$ cat src/rtl/drive_cmd_pkg.sv
// Shared drive-code and scheduler-state definitions for the JSON drive-command sender.
package drive_cmd_pkg;

  typedef enum logic [3:0] {
    STOP     = 4'h0,
    LEFT     = 4'h1,
    RIGHT    = 4'h2,
    FWD_SLOW = 4'h3,
    FWD_MED  = 4'h4,
    FWD_FAST = 4'h5,
    REVERSE  = 4'h6,
    LREVERSE = 4'h7,
    RREVERSE = 4'h8
  } drive_code_t;

  // Anything above the last defined command is not a legal drive code.
  localparam logic [3:0] MAX_CODE = 4'(RREVERSE);

  typedef enum logic [1:0] {
    IDLE  = 2'd0,
    ISSUE = 2'd1,
    WAIT  = 2'd2,
    GAP   = 2'd3
  } sched_state_t;

endpackage

$ cat src/rtl/drive_cmd_scheduler_if.sv
// Request/transmit bundle between drive-code sources, the scheduler and the UART frame sender.
interface drive_cmd_scheduler_if #(
  parameter int N_REQ  = 3,
  parameter int CODE_W = 4
);
  logic [N_REQ-1:0]        req_valid;
  logic [N_REQ*CODE_W-1:0] req_code;
  logic [N_REQ-1:0]        req_ack;
  logic                    tx_start;
  logic [CODE_W-1:0]       tx_code;
  logic                    tx_done;
  logic [CODE_W-1:0]       last_code;
  logic [15:0]             frame_count;
  logic                    timeout_flag;
  logic                    tx_fault;

  modport master (
    input  req_valid, req_code, tx_done,
    output req_ack, tx_start, tx_code, last_code, frame_count, timeout_flag, tx_fault
  );

  modport slave (
    output req_valid, req_code, tx_done,
    input  req_ack, tx_start, tx_code, last_code, frame_count, timeout_flag, tx_fault
  );
endinterface

$ cat src/rtl/prio_arbiter.sv
// Combinational fixed-priority arbiter: lowest set request index wins, one-hot grant, zero latency.
module prio_arbiter #(
  parameter int N = 3
) (
  input  logic [N-1:0] i_req,
  output logic [N-1:0] o_grant,
  output logic         o_any
);
  // Two's-complement trick isolates the lowest set bit.
  assign o_grant = i_req & (~i_req + N'(1));
  assign o_any   = |i_req;
endmodule

$ cat src/rtl/drive_cmd_scheduler.sv
// Arbitrates drive-code requesters and paces one frame at a time to the UART sender (IDLE -> tx_start: 1 cycle).
// Requests are sampled only in IDLE and never queued; the sender stalls the scheduler until tx_done or timeout.
module drive_cmd_scheduler
  import drive_cmd_pkg::*;
#(
  parameter int N_REQ            = 3,
  parameter int CODE_W           = 4,
  parameter int MIN_GAP_CYCLES   = 50_000,
  parameter int HEARTBEAT_CYCLES = 25_000_000,
  parameter int TIMEOUT_CYCLES   = 50_000_000,
  parameter int DONE_TIMEOUT     = 500_000
) (
  input  logic                  clk,
  input  logic                  rst,
  drive_cmd_scheduler_if.master bus
);

  localparam int SIL_W = $clog2(TIMEOUT_CYCLES + 1);
  localparam int HB_W  = $clog2(HEARTBEAT_CYCLES + 1);
  localparam int WT_W  = $clog2(DONE_TIMEOUT + 1);
  localparam int GAP_W = $clog2(MIN_GAP_CYCLES + 1);

  localparam logic [CODE_W-1:0] STOP_CODE = CODE_W'(STOP);
  localparam logic [CODE_W-1:0] SENTINEL  = {CODE_W{1'b1}};

  sched_state_t r_state, w_state_nxt;

  logic [N_REQ-1:0]  w_grant;
  logic              w_any;
  logic [CODE_W-1:0] w_win_code;
  logic [CODE_W-1:0] w_cand_raw;
  logic [CODE_W-1:0] w_cand;
  logic              w_timeout;
  logic              w_hb_expired;
  logic              w_issue;
  logic              w_tx_start;
  logic              w_fault_set;

  logic [SIL_W-1:0]  r_sil_cnt;
  logic [HB_W-1:0]   r_hb_cnt;
  logic [WT_W-1:0]   r_wait_cnt;
  logic [GAP_W-1:0]  r_gap_cnt;
  logic [CODE_W-1:0] r_tx_code;
  logic [CODE_W-1:0] r_last_sent;
  logic [CODE_W-1:0] r_last_code;
  logic [N_REQ-1:0]  r_ack_grant;
  logic [15:0]       r_frame_cnt;
  logic              r_tx_fault;

  prio_arbiter #(.N(N_REQ)) u_arb (
    .i_req   (bus.req_valid),
    .o_grant (w_grant),
    .o_any   (w_any)
  );

  always_comb begin
    w_win_code = '0;
    for (int i = 0; i < N_REQ; i++) begin
      w_win_code = w_win_code | ({CODE_W{w_grant[i]}} & bus.req_code[i*CODE_W +: CODE_W]);
    end
  end

  // Silence watchdog: the flag drops combinationally the moment any request reappears.
  always_ff @(posedge clk or posedge rst) begin
    if (rst) begin
      r_sil_cnt <= '0;
    end else if (w_any) begin
      r_sil_cnt <= '0;
    end else if (r_sil_cnt != SIL_W'(TIMEOUT_CYCLES)) begin
      r_sil_cnt <= r_sil_cnt + SIL_W'(1);
    end
  end

  assign w_timeout = !w_any && (r_sil_cnt == SIL_W'(TIMEOUT_CYCLES));

  always_ff @(posedge clk or posedge rst) begin
    if (rst) begin
      r_hb_cnt <= '0;
    end else if (w_tx_start) begin
      r_hb_cnt <= '0;
    end else if (!w_hb_expired) begin
      r_hb_cnt <= r_hb_cnt + HB_W'(1);
    end
  end

  assign w_hb_expired = (r_hb_cnt == HB_W'(HEARTBEAT_CYCLES));

  // Sanitising the fallback too turns the post-reset sentinel into STOP, forcing a first frame.
  always_comb begin
    w_cand_raw = r_last_sent;
    if (w_timeout) begin
      w_cand_raw = STOP_CODE;
    end else if (w_any) begin
      w_cand_raw = w_win_code;
    end
  end

  assign w_cand = (w_cand_raw > CODE_W'(MAX_CODE)) ? STOP_CODE : w_cand_raw;

  always_ff @(posedge clk or posedge rst) begin
    if (rst) begin
      r_state <= IDLE;
    end else begin
      r_state <= w_state_nxt;
    end
  end

  always_comb begin
    w_state_nxt = r_state;
    w_issue     = 1'b0;
    w_tx_start  = 1'b0;
    w_fault_set = 1'b0;
    case (r_state)
      IDLE: begin
        if ((w_cand != r_last_sent) || w_hb_expired) begin
          w_issue     = 1'b1;
          w_state_nxt = ISSUE;
        end
      end
      ISSUE: begin
        w_tx_start  = 1'b1;
        w_state_nxt = WAIT;
      end
      WAIT: begin
        if (bus.tx_done) begin
          w_state_nxt = GAP;
        end else if (r_wait_cnt == WT_W'(DONE_TIMEOUT - 1)) begin
          w_fault_set = 1'b1;
          w_state_nxt = GAP;
        end
      end
      GAP: begin
        if (r_gap_cnt == GAP_W'(MIN_GAP_CYCLES - 1)) begin
          w_state_nxt = IDLE;
        end
      end
      default: w_state_nxt = IDLE;
    endcase
  end

  always_ff @(posedge clk or posedge rst) begin
    if (rst) begin
      r_wait_cnt <= '0;
      r_gap_cnt  <= '0;
    end else begin
      r_wait_cnt <= (r_state == WAIT) ? r_wait_cnt + WT_W'(1) : '0;
      r_gap_cnt  <= (r_state == GAP) ? r_gap_cnt + GAP_W'(1) : '0;
    end
  end

  always_ff @(posedge clk or posedge rst) begin
    if (rst) begin
      r_tx_code   <= STOP_CODE;
      r_ack_grant <= '0;
      r_last_sent <= SENTINEL;
      r_last_code <= STOP_CODE;
      r_frame_cnt <= '0;
      r_tx_fault  <= 1'b0;
    end else begin
      if (w_issue) begin
        r_tx_code   <= w_cand;
        r_ack_grant <= w_timeout ? '0 : w_grant;
      end
      if (w_tx_start) begin
        r_last_sent <= r_tx_code;
        r_last_code <= r_tx_code;
        r_frame_cnt <= r_frame_cnt + 16'd1;
      end
      if (w_fault_set) begin
        r_tx_fault <= 1'b1;
      end
    end
  end

  assign bus.tx_start     = w_tx_start;
  assign bus.req_ack      = w_tx_start ? r_ack_grant : '0;
  assign bus.tx_code      = r_tx_code;
  assign bus.last_code    = r_last_code;
  assign bus.frame_count  = r_frame_cnt;
  assign bus.timeout_flag = w_timeout;
  assign bus.tx_fault     = r_tx_fault;

endmodule
$ cat src/flat_wrapper.sv
// flat-port wrapper written by rule: the top's interface ports become plain ports
module drive_cmd_scheduler_flat import drive_cmd_pkg::*;
#(
  parameter int N_REQ            = 3,
  parameter int CODE_W           = 4,
  parameter int MIN_GAP_CYCLES   = 50_000,
  parameter int HEARTBEAT_CYCLES = 25_000_000,
  parameter int TIMEOUT_CYCLES   = 50_000_000,
  parameter int DONE_TIMEOUT     = 500_000
)
  (clk, rst, bus_req_valid, bus_req_code, bus_tx_done, bus_req_ack, bus_tx_start, bus_tx_code, bus_last_code, bus_frame_count, bus_timeout_flag, bus_tx_fault);
  drive_cmd_scheduler_if #(.N_REQ(N_REQ), .CODE_W(CODE_W)) bus_i ();
  input  logic clk;
  input  logic rst;
  input wire logic [$bits(bus_i.req_valid)-1:0] bus_req_valid;
  input wire logic [$bits(bus_i.req_code)-1:0] bus_req_code;
  input wire logic [$bits(bus_i.tx_done)-1:0] bus_tx_done;
  output wire logic [$bits(bus_i.req_ack)-1:0] bus_req_ack;
  output wire logic [$bits(bus_i.tx_start)-1:0] bus_tx_start;
  output wire logic [$bits(bus_i.tx_code)-1:0] bus_tx_code;
  output wire logic [$bits(bus_i.last_code)-1:0] bus_last_code;
  output wire logic [$bits(bus_i.frame_count)-1:0] bus_frame_count;
  output wire logic [$bits(bus_i.timeout_flag)-1:0] bus_timeout_flag;
  output wire logic [$bits(bus_i.tx_fault)-1:0] bus_tx_fault;
  assign bus_i.req_valid = bus_req_valid;
  assign bus_i.req_code = bus_req_code;
  assign bus_i.tx_done = bus_tx_done;
  assign bus_req_ack = bus_i.req_ack;
  assign bus_tx_start = bus_i.tx_start;
  assign bus_tx_code = bus_i.tx_code;
  assign bus_last_code = bus_i.last_code;
  assign bus_frame_count = bus_i.frame_count;
  assign bus_timeout_flag = bus_i.timeout_flag;
  assign bus_tx_fault = bus_i.tx_fault;
  drive_cmd_scheduler #(.N_REQ(N_REQ), .CODE_W(CODE_W), .MIN_GAP_CYCLES(MIN_GAP_CYCLES), .HEARTBEAT_CYCLES(HEARTBEAT_CYCLES), .TIMEOUT_CYCLES(TIMEOUT_CYCLES), .DONE_TIMEOUT(DONE_TIMEOUT)) u_core (.clk(clk), .rst(rst), .bus(bus_i));
endmodule
$ cat config.mk
export PLATFORM = sky130hd
export DESIGN_NAME = drive_cmd_scheduler_flat
export DESIGN_NICKNAME = d
export VERILOG_FILES = /design/src/rtl/drive_cmd_pkg.sv /design/src/rtl/drive_cmd_scheduler_if.sv /design/src/rtl/prio_arbiter.sv /design/src/rtl/drive_cmd_scheduler.sv /design/src/flat_wrapper.sv
export SDC_FILE = /design/constraint.sdc
export NUM_CORES = 1
export LEC_CHECK = 0
export ABC_AREA = 0
export BUFFER_PORTS_ARGS = -buffer_cell sky130_fd_sc_hd__buf_4
export CORE_MARGIN = 1
export CORE_UTILIZATION = 35
export DETAILED_ROUTE_END_ITERATION = 8
export HOLD_SLACK_MARGIN = 0.05
export PLACE_DENSITY = 0.62
export SYNTH_ARGS = -nofsm -noshare
export SYNTH_HDL_FRONTEND = slang
export SYNTH_HIERARCHICAL = 1
export SYNTH_SLANG_ARGS = --single-unit
export TNS_END_PERCENT = 1
$ cat constraint.sdc
create_clock -name clk -period 5 [get_ports clk]
set_input_delay 1.25 -clock clk [delete_from_list [all_inputs] [get_ports clk]]
set_output_delay 1.25 -clock clk [all_outputs]
set_load 0.005 [all_outputs]
==> reports/results.ini <==
[status]
status=complete, no violations

[floorplanning]
rows=47
placeableCoreArea_um2=16600
start_util_pct=36.1
die_width_um=133
top_level_ports=48
die_area_um2=17700
die_y_um=133

[yosys]
synth_top_family_by_area=simple AND/OR/NAND/NOR gates
async_flop_share_pct=100
ys_seq_area_share_pct=50.1
synth-edff-count=0
synth_ff_type=dfrtp_1
synth-adder-area-share_pct=2.29
synth_top_cells_by_area=dfrtp_1 48%, xor2_1 6.3%, xnor2_1 6.1%, nor2_1 4.0%, and2_1 3.4%
synth-compound-area-share_pct=5.27
synth_nets=615
netlist_area_um2=6010
yosysWarningCount=6
synth_mux_area_share_pct=2.60
syn_inst=586
syn_area_per_cell_um2=10.3
synth_top_area_share_pct=48.3
synth_xor_area_share_pct=12.7
yosys.area.top_type=dfrtp_1
synthSimpleGateAreaFrac_pct=24.7
ys_types=52
synth-seq-cells=120

[setup_path]
r2r_slack_ns=2.11
ff2ff_path_depth=10
r2r-start=u_core/r_sil_cnt[0]$_DFFE_PP0N_
start_kind=primary input
arrival_ns=2.79
path_max_fanout=33
required_ns=3.75
r2r_end=u_core/bus.tx_code[0]$_DFFE_PP0P_
path_class=in -> out
endpoint_kind=output port

[layout]
layout-drive-gt1-share_pct=16.3
fin_cells=876
areaGrowthSynthToFinish_pct=21.1
fin_util_pct=43.7
nNetsFinal=672
diodes=0
nFillCells=1558

[cts]
cts_tree=built
clockRootBuffer=clkbuf_16
max-clock-path-buffers=2
path_clk_slew_ns=0.05
htreeDepth=4
cts_sinks=120
cts_resized=0
numCtsBuffers=17
hold_buffers=0
worstSkewPairLatency_ns=0.41
cts_setup_buffers=0

[timing]
rsz0062_at_grt=no
period_share_pct=80.8
worstMarginPinSlew_ns=0.803
clock_skew_ns=0.0113
hold_violations=0
slew_violations=0
fmax_mhz=247
period_needed_ns=4.04
finalSetupTns_ns=0
setup_viol=0
maxSlewHeadroom_pct=46.0

[global_routing]
grt_pass1_vias=4236
grt_pass1_wl_um=20200
grt_overflow_total=0
antenna_found_initial=0
grt_usage_pct=14.2
grt_max_degree=62

[power]
p_per_area_nw_per_um2=429
ir_worst_vdd_uv=259
leakage_nw=3.25

[hold_path]
holdPathEnd=u_core/bus.frame_count[15]$_DFFE_PP0P_
whs_path_depth=1
hold_start=u_core/bus.frame_count[15]$_DFFE_PP0P_
hp-class=reg -> reg

[place]
dpl.cell_count=844
port_buffers=47
gp_congestion=0.819
dp_hpwl_um=8100

[routing]
viasPerCell=4.92
firstDrtPassIters=4
drc=0
vias=4308
initialDrtViolationCount=204
drt_wl_total_um=11500
ant_nets=0
routedWlPerCell_um=13.2

[run]
cap_violations=0

## worst max-delay path by stage
stage                     start                                     to  slack (ns)
2_1_floorplan               rst  u_core/bus.frame_count[0]$_DFFE_PP0P_        0.57
3_3_place_gp   bus_req_valid[0]                       bus_timeout_flag        0.94
3_5_place_dp   bus_req_valid[0]                       bus_timeout_flag        0.95
4_1_cts        bus_req_valid[0]                       bus_timeout_flag        0.94
5_1_grt        bus_req_valid[0]                       bus_timeout_flag        0.90
6_report       bus_req_valid[0]                       bus_timeout_flag        0.96
## final cells by class
type,instances,area [um^2],share of cell area [%]
Sequential cell,120,3010,41.3
Timing Repair Buffer,50,388,5.33
Clock buffer,20,457,6.28
Tap cell,220,275,3.78
Clock inverter,12,196,2.70
Inverter,25,96.3,1.32
Multi-Input combinational cell,429,2860,39.2
## sequential cells by signal (all words and copies together) (netlist names)
register	cells
u_core/bus.frame_count	16
u_core/bus.last_code	4
u_core/bus.tx_code	4
u_core/bus.tx_fault	1
u_core/r_ack_grant	3
u_core/r_gap_cnt	16
u_core/r_hb_cnt	25
u_core/r_last_sent	4
u_core/r_sil_cnt	26
u_core/r_state	2
u_core/r_wait_cnt	19
## Yosys cell counts, types with 2 or more instances
cell type	count
buf_1	2
dfrtp_1	116
nor4_1	7
o21ai_0	20
a31oi_4	2
inv_1	24
a222oi_1	4
clkbuf_1	8
mux2i_1	4
dfstp_2	4
and4_1	3
mux2_2	4
a21oi_1	5
nand2_1	48
nor3_1	9
ha_1	11
and3_1	21
a21boi_0	6
mux2_4	4
or4_1	2
or3_1	11
nand3_1	34
or4b_1	2
nor4b_2	2
nand4_1	22
xnor2_1	42
nor2b_1	5
nor2_1	64
nand4b_1	3
and2_1	33
xor2_1	43
## per-stage QoR
stage	hold slack (ns)	total power, W	area [um^2]	setup WS (ns)
after floorplan	0.443	0.00158	6010	0.571
after global placement	0.461	0.00178	6620	0.943
after detailed placement	0.458	0.00181	6620	0.947
after CTS	0.469	0.00316	7280	0.945
after global routing	0.497	0.00328	7280	0.896
final	0.468	0.00312	7280	0.958
## placed cells by master (no fill, tap or decap), drive strengths merged, types with 4 or more instances in the layout
| master | netlist | layout |
|---|---|---|
| dfrtp | 116 | 116 |
| nor2 | 64 | 64 |
| buf | 4 | 50 |
| nand2 | 48 | 48 |
| xor2 | 43 | 43 |
| xnor2 | 43 | 43 |
| nand3 | 34 | 34 |
| and2 | 33 | 33 |
| inv | 25 | 26 |
| nand4 | 22 | 22 |
| and3 | 21 | 21 |
| o21ai | 20 | 20 |
| clkbuf | 8 | 20 |
| or3 | 11 | 11 |
| ha | 11 | 11 |
| nor3 | 10 | 10 |
| mux2 | 9 | 9 |
| nor4 | 7 | 7 |
| a21boi | 6 | 6 |
| bufinv | 0 | 5 |
| nor2b | 5 | 5 |
| a21oi | 5 | 5 |
| a222oi | 4 | 4 |
| mux2i | 4 | 4 |
| dfstp | 4 | 4 |
| nor4b | 4 | 4 |
## worst max-delay path: stages
cell   delay, ns
buf_4       0.14
or3_1       0.33
buf_4       0.25
or4_4       0.62
inv_2       0.09
buf_4       0.11
## power by group
part           total [W]  switching [W]  internal [W]  leakage, nW
Sequential       0.00119       0.000105       0.00109         1.63
Clock            0.00134       0.000434      0.000909        0.312
Combinational   0.000586       0.000312      0.000275         1.31
## cells by family after synthesis
group	after synthesis
AOI/OAI and AO/OA	42
xor gates and xnor gates	86
adders and majority gates	11
buffers and inverters	37
DFF	120
muxes	13
and+or+nand+nor	277
## per-layer routing
metal  up-vias  track usage, %  wire (um)
met5         -               0          0
met4         0            6.13        222
met3        20            3.45        392
met2        57            21.5       5300
met1      2107            19.3       5630
li1       2124               -          -
Note: power is estimated with default switching activity, not from simulation.
